<file path="src/rtl/multdiv_pkg.sv">
// Shared types and default cycle budgets for the mult/div scheduler.
package multdiv_pkg;

  typedef enum logic [1:0] {
    IDLE     = 2'd0,
    RUN_MULT = 2'd1,
    RUN_DIV  = 2'd2,
    DONE     = 2'd3
  } state_t;

  typedef enum logic {
    OP_MULT = 1'b0,
    OP_DIV  = 1'b1
  } op_t;

  localparam int MULT_CYCLES_DEF = 17;
  localparam int DIV_CYCLES_DEF  = 33;

endpackage

</file>
<file path="src/rtl/multdiv_cycle_counter.sv">
// Saturating up-counter with synchronous clear/enable and a terminal-count flag.
module multdiv_cycle_counter #(
  parameter int CNT_W = 6
) (
  input  logic             clk,
  input  logic             reset,
  input  logic             clear,
  input  logic             enable,
  input  logic [CNT_W-1:0] terminal,
  output logic [CNT_W-1:0] count,
  output logic             at_term
);

  assign at_term = (count == terminal);

  always_ff @(posedge clk) begin
    if (reset || clear) begin
      count <= '0;
    end else if (enable && !at_term) begin
      count <= count + 1'b1;
    end
  end

endmodule

</file>
<file path="src/rtl/multdiv_scheduler.sv">
// Issue/writeback sequencer for the shared multiplier and divider.
// Optional MULTDIV_FLUSH_EN adds a flush input that abandons the current op.
//
// state    | meaning
// IDLE     | no op in flight, issue accepted
// RUN_MULT | multiplier counting its cycle budget
// RUN_DIV  | divider counting its cycle budget
// DONE     | result held for writeback until wb_ack
module multdiv_scheduler
  import multdiv_pkg::*;
#(
  parameter int MULT_CYCLES = MULT_CYCLES_DEF,
  parameter int DIV_CYCLES  = DIV_CYCLES_DEF,
  parameter int TAG_W       = 5,
  parameter int CNT_W       = 6
) (
  input  logic             clk,
  input  logic             reset,
`ifdef MULTDIV_FLUSH_EN
  input  logic             flush,
`endif
  input  logic             issue_mult,
  input  logic             issue_div,
  input  logic [TAG_W-1:0] issue_tag,
  output logic             issue_ready,
  output logic             stall,
  output logic             mult_start,
  output logic             div_start,
  input  logic [31:0]      mult_result,
  input  logic             mult_ovf,
  input  logic [31:0]      div_result,
  input  logic             div_by_zero,
  output logic             wb_valid,
  output logic [TAG_W-1:0] wb_tag,
  output logic [31:0]      wb_data,
  output logic             wb_exception,
  input  logic             wb_ack,
  output logic             busy_valid,
  output logic [TAG_W-1:0] busy_tag
);

  localparam logic [CNT_W-1:0] MULT_TERM = CNT_W'(MULT_CYCLES);
  localparam logic [CNT_W-1:0] DIV_TERM  = CNT_W'(DIV_CYCLES);

  state_t           state, state_nxt;
  op_t              req_op;
  logic             req_any;
  logic             accept;
  logic [TAG_W-1:0] tag_q;
  logic [31:0]      data_q;
  logic             exc_q;
  logic [CNT_W-1:0] count;
  logic [CNT_W-1:0] terminal;
  logic             at_term;
  logic             running;

  assign running  = (state == RUN_MULT) || (state == RUN_DIV);
  assign terminal = (state == RUN_DIV) ? DIV_TERM : MULT_TERM;

  multdiv_cycle_counter #(.CNT_W(CNT_W)) u_cnt (
    .clk      (clk),
    .reset    (reset),
    .clear    (!running),
    .enable   (running),
    .terminal (terminal),
    .count    (count),
    .at_term  (at_term)
  );

  // Multiply wins when both requests arrive together.
  assign req_any = issue_mult || issue_div;
  assign req_op  = issue_mult ? OP_MULT : OP_DIV;

  always_comb begin
    state_nxt   = state;
    issue_ready = 1'b0;
    mult_start  = 1'b0;
    div_start   = 1'b0;
    wb_valid    = 1'b0;
    busy_valid  = 1'b0;
    case (state)
      IDLE: begin
        issue_ready = 1'b1;
      end
      RUN_MULT: begin
        busy_valid = 1'b1;
        mult_start = (count == '0);
        if (at_term) state_nxt = DONE;
      end
      RUN_DIV: begin
        busy_valid = 1'b1;
        div_start  = (count == '0);
        if (at_term) state_nxt = DONE;
      end
      DONE: begin
        busy_valid = 1'b1;
        wb_valid   = 1'b1;
        if (wb_ack) begin
          issue_ready = 1'b1;
          state_nxt   = IDLE;
        end
      end
      default: state_nxt = IDLE;
    endcase
    if (issue_ready && req_any) begin
      state_nxt = (req_op == OP_MULT) ? RUN_MULT : RUN_DIV;
    end
`ifdef MULTDIV_FLUSH_EN
    if (flush && state != IDLE) begin
      issue_ready = 1'b0;
      state_nxt   = IDLE;
    end
`endif
  end

  assign accept       = issue_ready && req_any;
  assign stall        = req_any && !issue_ready;
  assign busy_tag     = tag_q;
  assign wb_tag       = wb_valid ? tag_q : '0;
  assign wb_data      = wb_valid ? data_q : '0;
  assign wb_exception = wb_valid && exc_q;

  always_ff @(posedge clk) begin
    if (reset) begin
      state  <= IDLE;
      tag_q  <= '0;
      data_q <= '0;
      exc_q  <= 1'b0;
    end else begin
      state <= state_nxt;
      if (accept) tag_q <= issue_tag;
      if (state == RUN_MULT && at_term) begin
        exc_q  <= mult_ovf;
        data_q <= mult_ovf ? 32'd0 : mult_result;
      end else if (state == RUN_DIV && at_term) begin
        exc_q  <= div_by_zero;
        data_q <= div_by_zero ? 32'd0 : div_result;
      end
    end
  end

endmodule

</file>
<file path="config.mk">
export PLATFORM = sky130hd
export DESIGN_NAME = multdiv_scheduler
export DESIGN_NICKNAME = d
export VERILOG_FILES = /design/src/rtl/multdiv_pkg.sv /design/src/rtl/multdiv_cycle_counter.sv /design/src/rtl/multdiv_scheduler.sv
export SDC_FILE = /design/constraint.sdc
export NUM_CORES = 1
export LEC_CHECK = 0
export ABC_CLOCK_PERIOD_IN_PS = 2100
export BUFFER_PORTS_ARGS = -buffer_cell sky130_fd_sc_hd__buf_2
export CORE_UTILIZATION = 30
export CTS_CLUSTER_DIAMETER = 40
export DETAILED_ROUTE_END_ITERATION = 10
export PLACE_DENSITY = 0.57
export SKIP_LAST_GASP = 1
export SLEW_MARGIN = 40
export SYNTH_ARGS = -nofsm -noshare
export SYNTH_HDL_FRONTEND = slang
export SYNTH_SLANG_ARGS = --single-unit
</file>
<file path="constraint.sdc">
create_clock -name clk -period 2.1 [get_ports clk]
set_clock_uncertainty 0.1 [all_clocks]
set_input_delay 0.63 -clock clk [delete_from_list [all_inputs] [get_ports clk]]
set_output_delay 0.63 -clock clk [all_outputs]
set_load 0.005 [all_outputs]
</file>
==> metrics.txt, run 1 <==
vias in the first global route between 2000 and 2500; CP Class reg2out; slew margin rel. 64.2%; final estimated routing congestion in global placement a little under 0.8; routing usage on met2 approximately 28%; final setup vio count 0; post-synth design cell area around 2600 um^2; final net count approximately 520; Synth async-reset ratio 0%; Worst Hold Class reg2reg; Placeable Area 8220 um^2; deepest clock path buffer count 2; WHS a little over 400 ps; CTS tree done; Max Freq between 400 and 500 MHz; gr busiest metal met2; Die Width 94.2 um; main flop type after synthesis dfxtp_1; top cell type's share of synthesized area 36.1%; Ys Warns 0; dpl cell area roughly 3300 um^2; synth cell count leaders dfxtp_1 (46), and2_1 (38), nand2_1 (36); Worst-Margin Slew 536 ps; CTS Root Cell clkbuf_8; layout cells sized above 1 37.7%; die outline height between 90 and 100 um; RSZ-0062 raised after global routing yes; post-DP HPWL roughly 5000 um; Synth Net Count between 300 and 400; fin crit share between 90% and 100%; synthesized instance count ~310; die area 8880 um^2; final wirelength 7350 um; Mapped Avg Cell Area between 8 and 9 um^2; # H-tree levels 2; DRC viols 0; EDFF count, synth 0; Final Instance Area 3530 um^2; Power Density 731 nW/um^2; Worst-path clk slew around 80 ps; met1 global-route usage between 20% and 30%; post-layout minimum cycle time between 2000 and 2500 ps; synth-to-layout area growth 38.2%; GRT Util Overall between 15 and 20%; drt wl/cell 13.6 um; Crit Path Max Fanout 16; first-pass GRT wire length roughly 11000 um; Starting Density 31.1%; Core Rows 33; vias per cell about 4.8; Port Buffers 124; Leak between 1.5 and 2 nW; max cap viols 0; Req. time, crit path 1370 ps; top cell type by total area after synthesis dfxtp_1; Diodes inserted 0; fill cell count ~850; Pins Over Slew Limit 0; status completed; Antenna Violating Nets Remaining 0; multi-input logic area 1550 um^2; setup slack, reg-to-reg 220 ps; Peak VDD IR approximately 310 uV; DR vias 2584; Final Hold Viols 0; initial antenna violation count 1; top-count cell post-synth dfxtp_1; GR Util met3 roughly 3.4%; clock sinks 46; I/O pin total approximately 130; Reg area 928 um^2; global route overflow 0; synth unique cells 37; drt pass-1 iters 4; sequential fraction of the synthesis area 36.1%; 1st-iter DRT viols 56; ranking of synthesized cells by area dfxtp_1 (36%), nand3b_1 (10%), and2_1 (9.3%); nature of the critical path startpoint register; synthesized flop and latch total 46; CP Capture Type output port; largest net degree at the start of global routing 39; CP Data Arrival Time 1320 ps; cts bufs inserted 5; clock insertion delay at the later pin of the skew report roughly 290 ps; CTS Hold Bufs 0
-- layer usage --
metal,up-vias,part of all wire (%)
li1,1332,-
met1,1146,47
met2,98,46
met3,6,6.2
met4,2,0.95
met5,-,0.18
-- registers in the layout (all words and copies together), names as in the netlist --
signal       count
data_q          32
u_cnt.count      6
busy_tag         5
state            2
exc_q            1
-- logic make-up (layout without fill, tap and decap cells) --
group / count (synthesis) / after routing / synth area share [%]
adder cells (fa/ha/maj): 8 / 8 / 3.92
flip-flops: 46 / 46 / 36.1
XOR/XNOR: 4 / 4 / 1.37
AND/OR/NAND/NOR: 139 / 139 / 31.8
AO/OA/AOI/OAI: 77 / 77 / 18.4
multiplexers: 6 / 6 / 2.35
buffers and inverters: 33 / 155 / 6.08
-- cell type report --
cell class              instances  area share [%]
repair buffers                140            23.0
well taps                     105            3.72
flip-flops and latches         46            26.3
inverters                       8           0.993
multi-input cells             234            43.8
clock buffers                   7            2.16
-- what timing repair did --
item,in CTS,in global routing
hold endpoints to repair,0,0
setup buffers,0,3
pin swaps,0,3
cloned,0,1
setup endpoints to repair,42,42
gates resized for setup,9,12
-- cells in the final DEF, fill, tap and decap left out, types with 3 or more instances in the layout --
| cell type | count |
|---|---|
| a31oi_1 | 32 |
| and2_1 | 38 |
| buf_12 | 4 |
| buf_2 | 124 |
| buf_4 | 10 |
| clkbuf_8 | 5 |
| dfxtp_1 | 44 |
| ha_1 | 3 |
| ha_4 | 4 |
| inv_1 | 6 |
| mux2i_1 | 6 |
| nand2_1 | 36 |
| nand3b_1 | 34 |
| nor2_1 | 16 |
| o21ai_0 | 14 |
| o21ai_1 | 20 |
-- power by group --
part / switching, W / internal, W / total, W / leakage, nW
combinational: 0.000550 / 0.000526 / 0.00108 / 1.19
sequential: 0.0000586 / 0.000938 / 0.000996 / 0.373
clock: 0.000275 / 0.000230 / 0.000505 / 0.0383
-- per-stage QoR --
stage | setup WS (ps) | setup TNS [ps] | cells | power [W] | util, %
floorplan | 182 | 0 | 313 | 0.00155 | -
global route | -19.8 | -64.8 | 540 | 0.00276 | 42.9
CTS | -46.7 | -539 | 536 | 0.00248 | 41.7
detailed placement | 112 | 0 | 529 | 0.00190 | 40.4
global placement | 165 | 0 | 529 | 0.00190 | 40.4
finish | 54.7 | 0 | 540 | 0.00258 | 42.9
-- critical path: stages (launching register included) --
cell and delay (ps):
dfxtp_4 370, ha_4 200, buf_12 160, and2_1 160
buf_2 130
-- final timing paths --
check                                start                        to  depth (start not counted)
setup reg to reg     state[1]$_SDFFE_PP0P_     state[1]$_SDFFE_PP0P_                          6
setup / recovery     state[0]$_SDFFE_PP0P_                wb_data[3]                          4
hold reg to reg   busy_tag[4]$_SDFFE_PP0P_  busy_tag[4]$_SDFFE_PP0P_                          2
hold / removal    busy_tag[4]$_SDFFE_PP0P_  busy_tag[4]$_SDFFE_PP0P_                          2
No activity file was read; power rests on OpenSTA's default activity.
==> run 2: changes to the inputs <==
- CAP_MARGIN: default -> 20
- MAX_ROUTING_LAYER: default -> met4
==> run 2 against run 1 <==
Compared with the run above:
- fmax about the same
- clock-buffer cell count unchanged
- hold slack about the same
- sequential cell count unchanged
- clock power about the same
- utilization about the same
- first-iteration DRC count unchanged
- critical endpoint unchanged
==> metrics.txt, run 2 (synthesized netlist as in run 1, its figures left out) <==
CP Capture Type output port; Worst R2R Path Depth 6; WHS slightly above 400 ps; CTS tree done; synth-to-layout area growth 38.3%; r2r startpoint state[1]$_SDFFE_PP0P_; power share of the sequential group between 30% and 40%; crit path cell chain ha_4 > buf_12 > and2_1 > buf_2; Pwr Total about 0.0026 W; GRT Util Overall 16.7%; max cap viols 0; die area ~9000 um^2; largest net degree at the start of global routing 39; Final Hold Viols 0; fin crit share between 90% and 100%; Antenna Violating Nets Remaining 0; CP top delay family flip-flops; setup slack, reg-to-reg about 230 ps; clock sinks between 40 and 50; Final Worst Setup Slack approximately 55 ps; worst slack, placed around 110 ps; CP max stage cell dfxtp_4; Port Buffers approximately 120; status completed; post-layout minimum cycle time around 2000 ps; nature of the critical path startpoint register; Die Width about 94 um; layout cells sized above 1 around 38%; vias per cell roughly 4.8; fill cell count between 800 and 900; first-pass GRT wire length around 11000 um; Comb pwr share a little over two fifths; Worst Setup SP state[0]$_SDFFE_PP0P_; Worst path depth 4; Largest Register data_q; initial antenna violation count 1; commonest non-fill, non-tap cell in the layout buf_2; final net count about 520; CTS Root Cell clkbuf_8; Crit Path Max Fanout 16; final setup vio count 0; Peak VDD IR just over 300 uV; Critical Path End wb_data[3]; Power Density ~730 nW/um^2; Worst Hold Class reg2reg; Starting Density a little under a third; vias in the first global route around 2400; CP Data Arrival Time roughly 1300 ps; Largest register FFs 32; # H-tree levels 2; Max Freq about 490 MHz; final estimated routing congestion in global placement 0.782; I/O pin total roughly 130; CP max stage delay 370 ps; Placeable Area between 8000 and 9000 um^2; deepest clock path buffer count 2; Pint roughly 0.0017 W; Core Rows 33; Leak around 1.6 nW; slew margin rel. 64.3%; clock insertion delay at the later pin of the skew report between 200 and 300 ps; Pins Over Slew Limit 0; global route overflow 0; drt wl/cell between 10 and 15 um; Worst-path clk slew around 80 ps; commonest non-fill, non-tap cells in the layout buf_2 (124), dfxtp_1 (44), and2_1 (38); RSZ-0062 raised after global routing yes; CTS Hold Bufs 0; Worst-Margin Slew between 500 and 600 ps; DRC viols 0; clock power share approximately a fifth; die outline height 94.2 um; cts bufs inserted 5; Sw Share between 30 and 40%; Req. time, crit path ~1400 ps; CP bufs+invs 2; drt pass-1 iters 4; final wirelength around 7300 um; DR vias 2581; reg2reg end state[1]$_SDFFE_PP0P_; 1st-iter DRT viols between 50 and 60; post-DP HPWL 5000 um; CP Class reg2out; P_sw between 0.0008 and 0.0009 W
## run 2: cell types whose count changed in the layout (fill, tap and decap cells not counted), sizes merged
cell   delta
diode     +1
## run 2: stage by stage
step	instances	util, %	TNS [ps]	cell area [um^2]
floorplan	313	-	0	2550
global placement	529	40.4	0	3320
detailed placement	529	40.4	0	3320
CTS	536	41.7	-539	3420
global route	541	43.0	-64.9	3530
finish	541	43.0	0	3530
## run 2: repair_timing
action | 4_1_cts | 5_1_grt
gates resized for setup | 9 | 12
pin swaps | 0 | 3
endpoints found under the setup margin | 42 | 42
setup buffers | 0 | 3
cloned | 0 | 1
## run 2: worst min path at each step
| stage | depth (start not counted) | startpoint | slack, ps | end |
|---|---|---|---|---|
| floorplan | 2 | exc_q$_SDFFE_PP0P_ | 370 | exc_q$_SDFFE_PP0P_ |
| finish | 2 | busy_tag[4]$_SDFFE_PP0P_ | 410 | busy_tag[4]$_SDFFE_PP0P_ |
| CTS | 2 | data_q[31]$_SDFFE_PP0P_ | 410 | data_q[31]$_SDFFE_PP0P_ |
| global route | 2 | data_q[21]$_SDFFE_PP0P_ | 430 | data_q[21]$_SDFFE_PP0P_ |
| global placement | 2 | exc_q$_SDFFE_PP0P_ | 380 | exc_q$_SDFFE_PP0P_ |
| detailed placement | 2 | busy_tag[4]$_SDFFE_PP0P_ | 400 | busy_tag[4]$_SDFFE_PP0P_ |
## run 2: layer usage
layer,vias to the layer above,part of all wire [%],GRT usage (%)
li1,1333,-,-
met1,1146,47,20.6
met2,98,46,27.7
met3,4,6.1,3.24
met4,0,0.94,4.74
met5,-,0,-
## run 2: worst min-delay path: stages, from the launching register on
cell,delay [ps]
dfxtp_1,340
mux2i_1,70
nor2_1,70
## run 2: final cells by class
type                            instances  area, um^2  share of cell area (%)
Multi-Input combinational cell        234        1550                    43.8
Antenna cell                            1        2.50                  0.0709
Tap cell                              105         131                    3.72
Clock buffer                            7        76.3                    2.16
Timing Repair Buffer                  140         812                    23.0
Sequential cell                        46         928                    26.3
Inverter                                8        35.0                   0.992
## run 2: power groups by stage
stage	sequential, W	clock, W	combinational, W
after global routing	0.00101	0.000573	0.00118
after CTS	0.000979	0.000536	0.000966
after detailed placement	0.000994	0	0.000910
after floorplan	0.000991	0	0.000555
final	0.000996	0.000505	0.00107
after global placement	0.000992	0	0.000905
